==> src/rtl/types_pkg.sv <==
// -----------------------------------------------------------------------------
// types_pkg
// Shared front-end types. decode_data is the record produced by the decode
// stage and consumed by rename. DECODE_Q_DEPTH is the default decode queue
// depth. Rename uses the same constant to size its credit counter.
// -----------------------------------------------------------------------------
package types_pkg;

   localparam int DECODE_Q_DEPTH = 4;

   // RV32I major opcodes recognised by the decoder.
   typedef enum logic [6:0] {
      OP_LUI    = 7'h37,
      OP_AUIPC  = 7'h17,
      OP_JAL    = 7'h6f,
      OP_JALR   = 7'h67,
      OP_BRANCH = 7'h63,
      OP_LOAD   = 7'h03,
      OP_STORE  = 7'h23,
      OP_IMM    = 7'h13,
      OP_REG    = 7'h33
   } opcode_e;

   typedef struct packed {
      logic [31:0] pc;
      logic [31:0] imm;
      logic [6:0]  opcode;
      logic [4:0]  rd;
      logic [4:0]  rs1;
      logic [4:0]  rs2;
      logic [2:0]  funct3;
      logic [6:0]  funct7;
      logic        reg_write;
      logic        mem_read;
      logic        mem_write;
      logic        branch;
      logic        jump;
      logic        alu_src;
   } decode_data;

endpackage

==> src/rtl/decode_queue_ctrl.sv <==
// -----------------------------------------------------------------------------
// decode_queue_ctrl
// Pointer, occupancy and handshake control for decode_queue. Flush wins over
// any same-cycle enqueue or dequeue and returns the queue to the empty state.
//   clk, rst_n   : clock, asynchronous active-low reset
//   i_valid_in   : fetch presents an instruction
//   i_ready_out  : rename accepts the head entry
//   i_flush      : discard all entries
//   o_ready_in   : queue has a free slot
//   o_valid_out  : queue holds at least one entry
//   o_enq        : write mem[o_wr_ptr] this cycle
//   o_wr_ptr     : next slot to write
//   o_rd_ptr     : head slot
//   o_count      : occupancy, 0..DEPTH
// -----------------------------------------------------------------------------
module decode_queue_ctrl #(
   parameter  int DEPTH = 4,
   localparam int PTR_W = $clog2(DEPTH),
   localparam int CNT_W = $clog2(DEPTH + 1)
) (
   input  logic             clk,
   input  logic             rst_n,
   input  logic             i_valid_in,
   input  logic             i_ready_out,
   input  logic             i_flush,
   output logic             o_ready_in,
   output logic             o_valid_out,
   output logic             o_enq,
   output logic [PTR_W-1:0] o_wr_ptr,
   output logic [PTR_W-1:0] o_rd_ptr,
   output logic [CNT_W-1:0] o_count
);

   logic [PTR_W-1:0] r_wr_ptr;
   logic [PTR_W-1:0] r_rd_ptr;
   logic [CNT_W-1:0] r_count;
   logic             w_ready_in;
   logic             w_valid_out;
   logic             w_enq;
   logic             w_deq;

   // Explicit wrap so that a non-power-of-two DEPTH never indexes past the end.
   function automatic logic [PTR_W-1:0] ptr_inc(input logic [PTR_W-1:0] p);
      return (p == PTR_W'(DEPTH - 1)) ? '0 : p + PTR_W'(1);
   endfunction

   // ready_in depends only on the registered count. A dequeue in the same cycle
   // does not open a slot until the next cycle.
   assign w_ready_in  = (r_count < CNT_W'(DEPTH));
   assign w_valid_out = (r_count != '0);
   assign w_enq       = i_valid_in  & w_ready_in  & ~i_flush;
   assign w_deq       = w_valid_out & i_ready_out & ~i_flush;

   // NOTE: sequential state uses non-blocking assignments so every register
   // samples pre-edge values regardless of statement order.
   always_ff @(posedge clk or negedge rst_n) begin
      if (!rst_n) begin
         r_wr_ptr <= '0;
         r_rd_ptr <= '0;
         r_count  <= '0;
      end else if (i_flush) begin
         r_wr_ptr <= '0;
         r_rd_ptr <= '0;
         r_count  <= '0;
      end else begin
         if (w_enq) r_wr_ptr <= ptr_inc(r_wr_ptr);
         if (w_deq) r_rd_ptr <= ptr_inc(r_rd_ptr);
         if (w_enq & ~w_deq)      r_count <= r_count + CNT_W'(1);
         else if (w_deq & ~w_enq) r_count <= r_count - CNT_W'(1);
      end
   end

   assign o_ready_in  = w_ready_in;
   assign o_valid_out = w_valid_out;
   assign o_enq       = w_enq;
   assign o_wr_ptr    = r_wr_ptr;
   assign o_rd_ptr    = r_rd_ptr;
   assign o_count     = r_count;

endmodule

==> src/rtl/imm_gen.sv <==
// -----------------------------------------------------------------------------
// imm_gen
// Builds the sign-extended RV32I immediate for the format implied by the
// opcode. Opcodes that carry no immediate produce zero.
//   i_instr : 32-bit instruction word
//   o_imm   : 32-bit immediate
// -----------------------------------------------------------------------------
module imm_gen
   import types_pkg::*;
(
   input  logic [31:0] i_instr,
   output logic [31:0] o_imm
);

   always_comb begin
      // NOTE: give every combinational output a value before the case so that
      // no path leaves it unassigned, which would infer a latch.
      o_imm = '0;
      case (i_instr[6:0])
         OP_IMM, OP_LOAD, OP_JALR:
            o_imm = {{20{i_instr[31]}}, i_instr[31:20]};
         OP_STORE:
            o_imm = {{20{i_instr[31]}}, i_instr[31:25], i_instr[11:7]};
         OP_BRANCH:
            o_imm = {{19{i_instr[31]}}, i_instr[31], i_instr[7],
                     i_instr[30:25], i_instr[11:8], 1'b0};
         OP_LUI, OP_AUIPC:
            o_imm = {i_instr[31:12], 12'h000};
         OP_JAL:
            o_imm = {{11{i_instr[31]}}, i_instr[31], i_instr[19:12],
                     i_instr[20], i_instr[30:21], 1'b0};
         default:
            o_imm = '0;
      endcase
   end

endmodule

==> src/rtl/signal_decode.sv <==
// -----------------------------------------------------------------------------
// signal_decode
// Extracts register fields and derives control signals from an instruction.
// The register fields are raw bit slices for every format. reg_write and the
// other flags tell rename which fields are meaningful. pc and imm are left at
// zero. The caller fills them in.
//   i_instr : 32-bit instruction word
//   o_dec   : partially filled decode_data
// -----------------------------------------------------------------------------
module signal_decode
   import types_pkg::*;
(
   input  logic [31:0] i_instr,
   output decode_data  o_dec
);

   always_comb begin
      o_dec        = '0;
      o_dec.opcode = i_instr[6:0];
      o_dec.rd     = i_instr[11:7];
      o_dec.funct3 = i_instr[14:12];
      o_dec.rs1    = i_instr[19:15];
      o_dec.rs2    = i_instr[24:20];
      o_dec.funct7 = i_instr[31:25];
      case (i_instr[6:0])
         OP_LUI, OP_AUIPC, OP_IMM: begin
            o_dec.reg_write = 1'b1;
            o_dec.alu_src   = 1'b1;
         end
         OP_JAL: begin
            o_dec.reg_write = 1'b1;
            o_dec.jump      = 1'b1;
         end
         OP_JALR: begin
            o_dec.reg_write = 1'b1;
            o_dec.jump      = 1'b1;
            o_dec.alu_src   = 1'b1;
         end
         OP_BRANCH:
            o_dec.branch = 1'b1;
         OP_LOAD: begin
            o_dec.reg_write = 1'b1;
            o_dec.mem_read  = 1'b1;
            o_dec.alu_src   = 1'b1;
         end
         OP_STORE: begin
            o_dec.mem_write = 1'b1;
            o_dec.alu_src   = 1'b1;
         end
         OP_REG:
            o_dec.reg_write = 1'b1;
         default: ;
      endcase
   end

endmodule

==> src/rtl/decode_queue.sv <==
// -----------------------------------------------------------------------------
// decode_queue
// Registered decode stage between fetch and rename. Each accepted instruction
// is decoded and stored in a DEPTH-entry in-order queue. Rename drains the
// queue through a valid/ready handshake. Flush empties the queue on a
// mispredict. There is no bypass, so an entry is visible one cycle after it
// is accepted.
//   clk, rst_n : clock, asynchronous active-low reset
//   instr      : fetched instruction         pc_in     : its PC
//   valid_in   : fetch presents instr        ready_in  : a slot is free
//   flush      : discard all entries
//   ready_out  : rename accepts data_out     valid_out : data_out is valid
//   data_out   : head entry, zero when empty count     : occupancy 0..DEPTH
// -----------------------------------------------------------------------------
module decode_queue
   import types_pkg::*;
#(
   parameter  int DEPTH = DECODE_Q_DEPTH,
   localparam int PTR_W = $clog2(DEPTH),
   localparam int CNT_W = $clog2(DEPTH + 1)
) (
   input  logic             clk,
   input  logic             rst_n,
   input  logic [31:0]      instr,
   input  logic [31:0]      pc_in,
   input  logic             valid_in,
   output logic             ready_in,
   input  logic             flush,
   input  logic             ready_out,
   output logic             valid_out,
   output decode_data       data_out,
   output logic [CNT_W-1:0] count
);

   logic [PTR_W-1:0] w_wr_ptr;
   logic [PTR_W-1:0] w_rd_ptr;
   logic             w_enq;
   logic             w_valid_out;
   logic [31:0]      w_imm;
   decode_data       w_dec;
   decode_data       w_wr_data;
   decode_data       r_mem [DEPTH];

   imm_gen u_imm_gen (
      .i_instr (instr),
      .o_imm   (w_imm)
   );

   signal_decode u_signal_decode (
      .i_instr (instr),
      .o_dec   (w_dec)
   );

   always_comb begin
      w_wr_data     = w_dec;
      w_wr_data.pc  = pc_in;
      w_wr_data.imm = w_imm;
   end

   decode_queue_ctrl #(.DEPTH(DEPTH)) u_ctrl (
      .clk         (clk),
      .rst_n       (rst_n),
      .i_valid_in  (valid_in),
      .i_ready_out (ready_out),
      .i_flush     (flush),
      .o_ready_in  (ready_in),
      .o_valid_out (w_valid_out),
      .o_enq       (w_enq),
      .o_wr_ptr    (w_wr_ptr),
      .o_rd_ptr    (w_rd_ptr),
      .o_count     (count)
   );

   // NOTE: storage has no reset. An entry is read only after it has been
   // written, and data_out is forced to zero whenever the queue is empty.
   always_ff @(posedge clk) begin
      if (w_enq) r_mem[w_wr_ptr] <= w_wr_data;
   end

   assign valid_out = w_valid_out;
   assign data_out  = w_valid_out ? r_mem[w_rd_ptr] : '0;

endmodule

==> config.mk <==
export PLATFORM = sky130hd
export DESIGN_NAME = decode_queue
export DESIGN_NICKNAME = d
export VERILOG_FILES = /design/src/rtl/types_pkg.sv /design/src/rtl/decode_queue_ctrl.sv /design/src/rtl/imm_gen.sv /design/src/rtl/signal_decode.sv /design/src/rtl/decode_queue.sv
export SDC_FILE = /design/constraint.sdc
export NUM_CORES = 1
export LEC_CHECK = 0
export BUFFER_PORTS_ARGS = -buffer_cell sky130_fd_sc_hd__buf_2
export CORE_UTILIZATION = 60
export CTS_BUF_LIST = sky130_fd_sc_hd__clkbuf_16
export DETAILED_ROUTE_END_ITERATION = 8
export PLACE_DENSITY_LB_ADDON = 0.15
export SYNTH_ARGS = -nofsm -noshare
export SYNTH_HDL_FRONTEND = slang
export SYNTH_SLANG_ARGS = --single-unit
==> constraint.sdc <==
create_clock -name clk -period 8.7 [get_ports clk]
set_input_delay 0.87 -clock clk [delete_from_list [all_inputs] [get_ports clk]]
set_output_delay 0.87 -clock clk [all_outputs]
set_load 0.03 [all_outputs]
## After elaboration in Yosys (flattened, before gate mapping)

Memory sizes are Yosys's and may differ from the RTL's.
Cells that the tools add are included.

- Register bits: 7
- RAM bits: 408
- Input bits: 69
- Output and inout port bits: 107
- Logic and storage cells: 57
- Memories: 1

Memories:

| memory | depth | bits a word | rd ports | clocked after Yosys merged registers in | wr ports | RTL line | RTL |
|---|---|---|---|---|---|---|---|
| r_mem | 4 | 102 | 1 | 0 | 1 | decode_queue.sv:42 | `decode_data r_mem [DEPTH];` |

- Add/subtract/negate cells: 4
- Magnitude comparators: 1
- Equality and inequality tests: 11
- Muxes and demuxes: 19
- Bitwise logic cells: 9
- Reductions and logical operators: 9

Operator list:

| kind | number |
|---|---|
| 32-bit case mux with 5 select lines | 1 |
| 102-bit two-way mux | 1 |
| 7-bit by 6-bit == test with 1-bit output (second input constant) | 3 |
| 7-bit == test (second input constant) | 3 |
| 7-bit by 5-bit == test with 1-bit output (second input constant) | 2 |
| 2-bit two-way mux | 6 |
| 3-bit two-way mux | 3 |
| 1-bit two-way mux | 8 |
| 7-bit by 2-bit == test with 1-bit output (second input constant) | 1 |
| 7-bit OR reduction | 1 |
| 1-bit bitwise AND | 6 |
| 3-bit nonzero test | 2 |
| 6-bit OR reduction | 1 |
| 2-bit by 1-bit adder with 2-bit output (second input constant) | 2 |
| 2-bit == test (second input constant) | 2 |
| 2-bit nonzero test | 2 |
| 2-bit OR reduction | 2 |
| 3-bit by 1-bit adder with 3-bit output (second input constant) | 1 |
| 3-bit < comparator (second input constant) | 1 |
| 1-bit NOT | 3 |
| 3-bit OR reduction | 1 |
| 3-bit by 1-bit subtractor with 3-bit output (second input constant) | 1 |

## Longest topological paths before layout

- Depth after elaboration: 8
- Depth in mapped cells: 9
- Gate-level depth less buffers: 8

## By module

Synthesis repeated with hierarchy kept, for this count alone.

- Cells, all modules: 1010
- Area total of the unflattened synthesis: 17289.1 sq um

Modules (own cells, without submodules):

| module | times used | cells each | area each (sq um) | sequential area each (sq um) |
|---|---|---|---|---|
| decode_queue | 1 | 766 | 15411.0 | 12251.8 |
| signal_decode | 1 | 113 | 827.0 | 0.0 |
| imm_gen | 1 | 79 | 546.8 | 0.0 |
| decode_queue_ctrl | 1 | 52 | 504.2 | 175.2 |

## Least setup slack after synthesis

Ideal clock, no wire load.

- Path kind: in2reg
- Start: input valid_in
- End: memory r_mem[0][0] in the netlist's numbering (enable)
- Library setup time: 0.473 ns
- Arrival time: 3.630 ns
- Required time: 8.227 ns
- Slack: 4.597 ns
- Stages: 4
- Path buffers: 1
- Cell sequence: nand2b_1 > buf_2 > nor2_1 > and2_1

- Cells in the longest elaborated chain, start to end: 4

RTL lines:

| element | RTL line | RTL |
|---|---|---|
| start, declared | decode_queue.sv:26 | `input logic valid_in,` |
| 1-bit bitwise AND (2 in series) | decode_queue_ctrl.sv:51 | `assign w_enq = i_valid_in & w_ready_in & ~i_flush;` |
| 1-bit two-way mux | decode_queue.sv:77 | `if (w_enq) r_mem[w_wr_ptr] <= w_wr_data;` |
| 1-bit two-way mux (implied by the code) | decode_queue.sv:77 |  |
| end, declared | decode_queue.sv:42 |  |

Every way passes these cells.

==> qor.yml <==
die:
  core_sq_um: 26900
  chipHeight_um: 167
  rows: 60
  die_w_um: 167
  start_util_pct: 60.9
  pin_count: 176
  dieArea_sq_um: 27900
global_routing:
  track_usage_pct: 23.7
  grt_pass1_vias: 8680
  grt-ovfl-total: 0
  antenna_found_initial: 3
  grt_max_degree: 104
  grt_pass1_wl_mm: 49.5
sta:
  tightest_slew_ns: 1.22
  timing.final.setup_violations: 0
  fin_crit_ns: 4.67
  rsz0062_at_grt: "no"
  max-slew-margin-rel_pct: 18.6
  fin_worst_skew_ns: 0.0129
  hold_viol: 0
  max_freq_mhz: 214
  fin_setup_tns_ns: 0
  period_share_pct: 53.7
  maxSlewViolCount: 0
clock_network:
  cts.htree.levels: 2
  cts.sinks: 415
  cts_setup_buffers: 0
  clk_pin_slew_ns: 0.06
  cts_buffers: 42
  root_buffer: "clkbuf_16"
  clk_path_buf_depth: 3
  cts_resized: 0
  cts_tree: "built"
  cts_hold_buf: 0
  insertion_delay_ns: 0.53
worst_setup_path:
  worstSetupStartpoint: "u_ctrl.o_rd_ptr[0]$_DFFE_PN0P_"
  cp_slowest_cell: "buf_4"
  crit_path_end: "data_out[7]"
  cp-end-kind: "primary output"
  reg2reg_from: "u_ctrl.o_count[2]$_DFFE_PN0P_"
  cp.depth: 5
  crit_arrival_ns: 3.80
  critPathRequiredTime_ns: 7.83
  timing.rr.end: "r_mem[1][7]$_DFFE_PP_"
  worstPathCellList: "buf_4, buf_4, mux4_2, and2_1, buf_2"
  crit_family: "buffers and inverters"
  criticalPathCategory: "flop to primary output"
  cpMostUsedCell: "buf_4"
  rrSetupSlack_ns: 5.64
  worstPathMaxFanout: 52
  timing.critical_path.buf_inv: 3
  cp_slowest_stage_delay_ns: 0.93
  reg2reg_depth: 4
  setup.worst_path.start_class: "flop"
pwr:
  ir_drop_mv: 0.271
  leakagePower_uw: 0.00671
  powerDensity_nw_per_um2: 303
route:
  ant_nets: 0
  drc: 0
  vias_per_cell: 5.99
  drt-initial-drc-count: 746
  drt_wl_total_mm: 31.7
  vias: 7981
  routedWlPerCell_um: 23.8
  drt_first_pass_iters: 5
job:
  maxCapViolations: 0
final_layout:
  areaGrowthSynthToFinish_pct: 15.2
  final_cells: 1332
  num-nets-final: 1033
  fin_area_sq_um: 18800
  nFillCells: 1696
  final_util_pct: 70.1
  drive_gt1_share_pct: 35.7
yosys:
  avgSynthCellArea_sq_um: 21.2
  ys_types: 38
  synth_nets: 847
  postSynthCellCount: 772
  ys_seq_area_share_pct: 76.0
  ys_warn_count: 0
  synth_seq_cells: 415
  synth_area_sq_um: 16400
placement:
  place_congestion: 0.771
  placed_cells: 1255
  io_buffers: 175
  dp.final_hpwl_mm: 18.3
  place_area_sq_um: 17500
worst_hold_path:
  hold_path.class: "input pin to async pin"
run_status:
  status: "completed"
[cell usage in the layout, fill, tap and decap left out, types with 6 or more instances in the layout]
| cell type | n |
|---|---|
| buf_4 | 7 |
| and2_1 | 107 |
| mux4_2 | 102 |
| edfxtp_1 | 408 |
| nand2_1 | 6 |
| clkinv_2 | 11 |
| nor2b_1 | 9 |
| nor2_1 | 12 |
| clkinv_1 | 6 |
| inv_1 | 18 |
| clkbuf_16 | 43 |
| buf_2 | 175 |
| a21o_1 | 20 |
| a21oi_1 | 8 |
[through the flow]
stage,hold slack (ns),total power (uW),worst slack [ns]
4_1_cts,0.163,5770,3.86
6_report,0.175,5710,4.03
3_5_place_dp,0.617,4060,4.42
3_3_place_gp,0.565,4030,4.42
2_1_floorplan,0.542,3600,4.60
5_1_grt,0.174,5920,3.66
[worst min-delay path by stage]
stage                                         from                              to  slack (ns)  depth (start not counted)
detailed placement  u_ctrl.o_wr_ptr[0]$_DFFE_PN0P_  u_ctrl.o_wr_ptr[0]$_DFFE_PN0P_        0.62                          2
CTS                                          rst_n  u_ctrl.o_wr_ptr[1]$_DFFE_PN0P_        0.16                          1
finish                                       rst_n  u_ctrl.o_rd_ptr[0]$_DFFE_PN0P_        0.17                          1
floorplan           u_ctrl.o_wr_ptr[1]$_DFFE_PN0P_  u_ctrl.o_wr_ptr[1]$_DFFE_PN0P_        0.54                          2
global placement    u_ctrl.o_wr_ptr[1]$_DFFE_PN0P_  u_ctrl.o_wr_ptr[1]$_DFFE_PN0P_        0.56                          2
global route                                 rst_n   u_ctrl.o_count[1]$_DFFE_PN0P_        0.17                          1
[logic make-up after synthesis]
logic type | Yosys count | synth area share (%)
flops | 415 | 76.0
simple gates | 151 | 5.55
xor+xnor | 4 | 0.214
compound gates | 44 | 2.00
buf+inv | 48 | 1.60
fa+ha+maj | 6 | 0.505
mux | 104 | 14.2
[synth_stat cells, drive strengths merged]
| master | number | area share [%] |
|---|---|---|
| clkbuf | 14 | 0.33 |
| o211ai | 1 | 0.046 |
| nor3 | 2 | 0.061 |
| nand3b | 1 | 0.046 |
| and4 | 1 | 0.054 |
| mux2i | 2 | 0.12 |
| a2bb2oi | 1 | 0.054 |
| and2 | 111 | 4.2 |
| a21o | 20 | 0.92 |
| ha | 5 | 0.38 |
| xor2 | 1 | 0.054 |
| xnor2 | 3 | 0.16 |
| inv | 8 | 0.18 |
| a21boi | 2 | 0.092 |
| fa | 1 | 0.12 |
| a22o | 4 | 0.21 |
| a21oi | 8 | 0.24 |
| a2111oi | 1 | 0.054 |
| and3 | 2 | 0.076 |
| mux4 | 102 | 14 |
| and3b | 2 | 0.11 |
| nor3b | 1 | 0.076 |
| o21ai | 3 | 0.092 |
| buf | 26 | 1.1 |
| nand3 | 3 | 0.092 |
| o31ai | 2 | 0.18 |
| edfxtp | 408 | 75 |
| a32o | 1 | 0.061 |
| a211o | 1 | 0.054 |
| nand2b | 1 | 0.038 |
| nand2 | 6 | 0.14 |
| nor2 | 12 | 0.28 |
| nor2b | 9 | 0.34 |
| dfrtp | 7 | 1.1 |
[where the power goes]
group          internal (uW)  switching [uW]
clock                   1010             706
combinational            584            1050
sequential              2300            48.1
total                   3900            1810
[routing by layer]
| layer | wire, um | GRT usage, % |
|---|---|---|
| met5 | 11 | 0 |
| met3 | 2250 | 4.80 |
| met1 | 12700 | 31.9 |
| met2 | 16000 | 39.5 |
| met4 | 747 | 7.81 |
[flip-flops by register name (all words and copies together), names as in the netlist]
register         cells
u_ctrl.o_count       3
u_ctrl.o_wr_ptr      2
u_ctrl.o_rd_ptr      2
r_mem              408
[final cells by class]
| class | count | area [sq um] | area share [%] |
|---|---|---|---|
| diodes | 1 | 2.50 | 0.0133 |
| clock buffers | 43 | 1080 | 5.71 |
| clock inverters | 33 | 251 | 1.33 |
| inverters | 8 | 30.0 | 0.159 |
| multi-input cells | 309 | 3690 | 19.6 |
| flip-flops and latches | 415 | 12400 | 66.0 |
| well taps | 341 | 427 | 2.26 |
| repair buffers | 182 | 928 | 4.93 |
No activity file was read; power rests on OpenSTA's default activity.
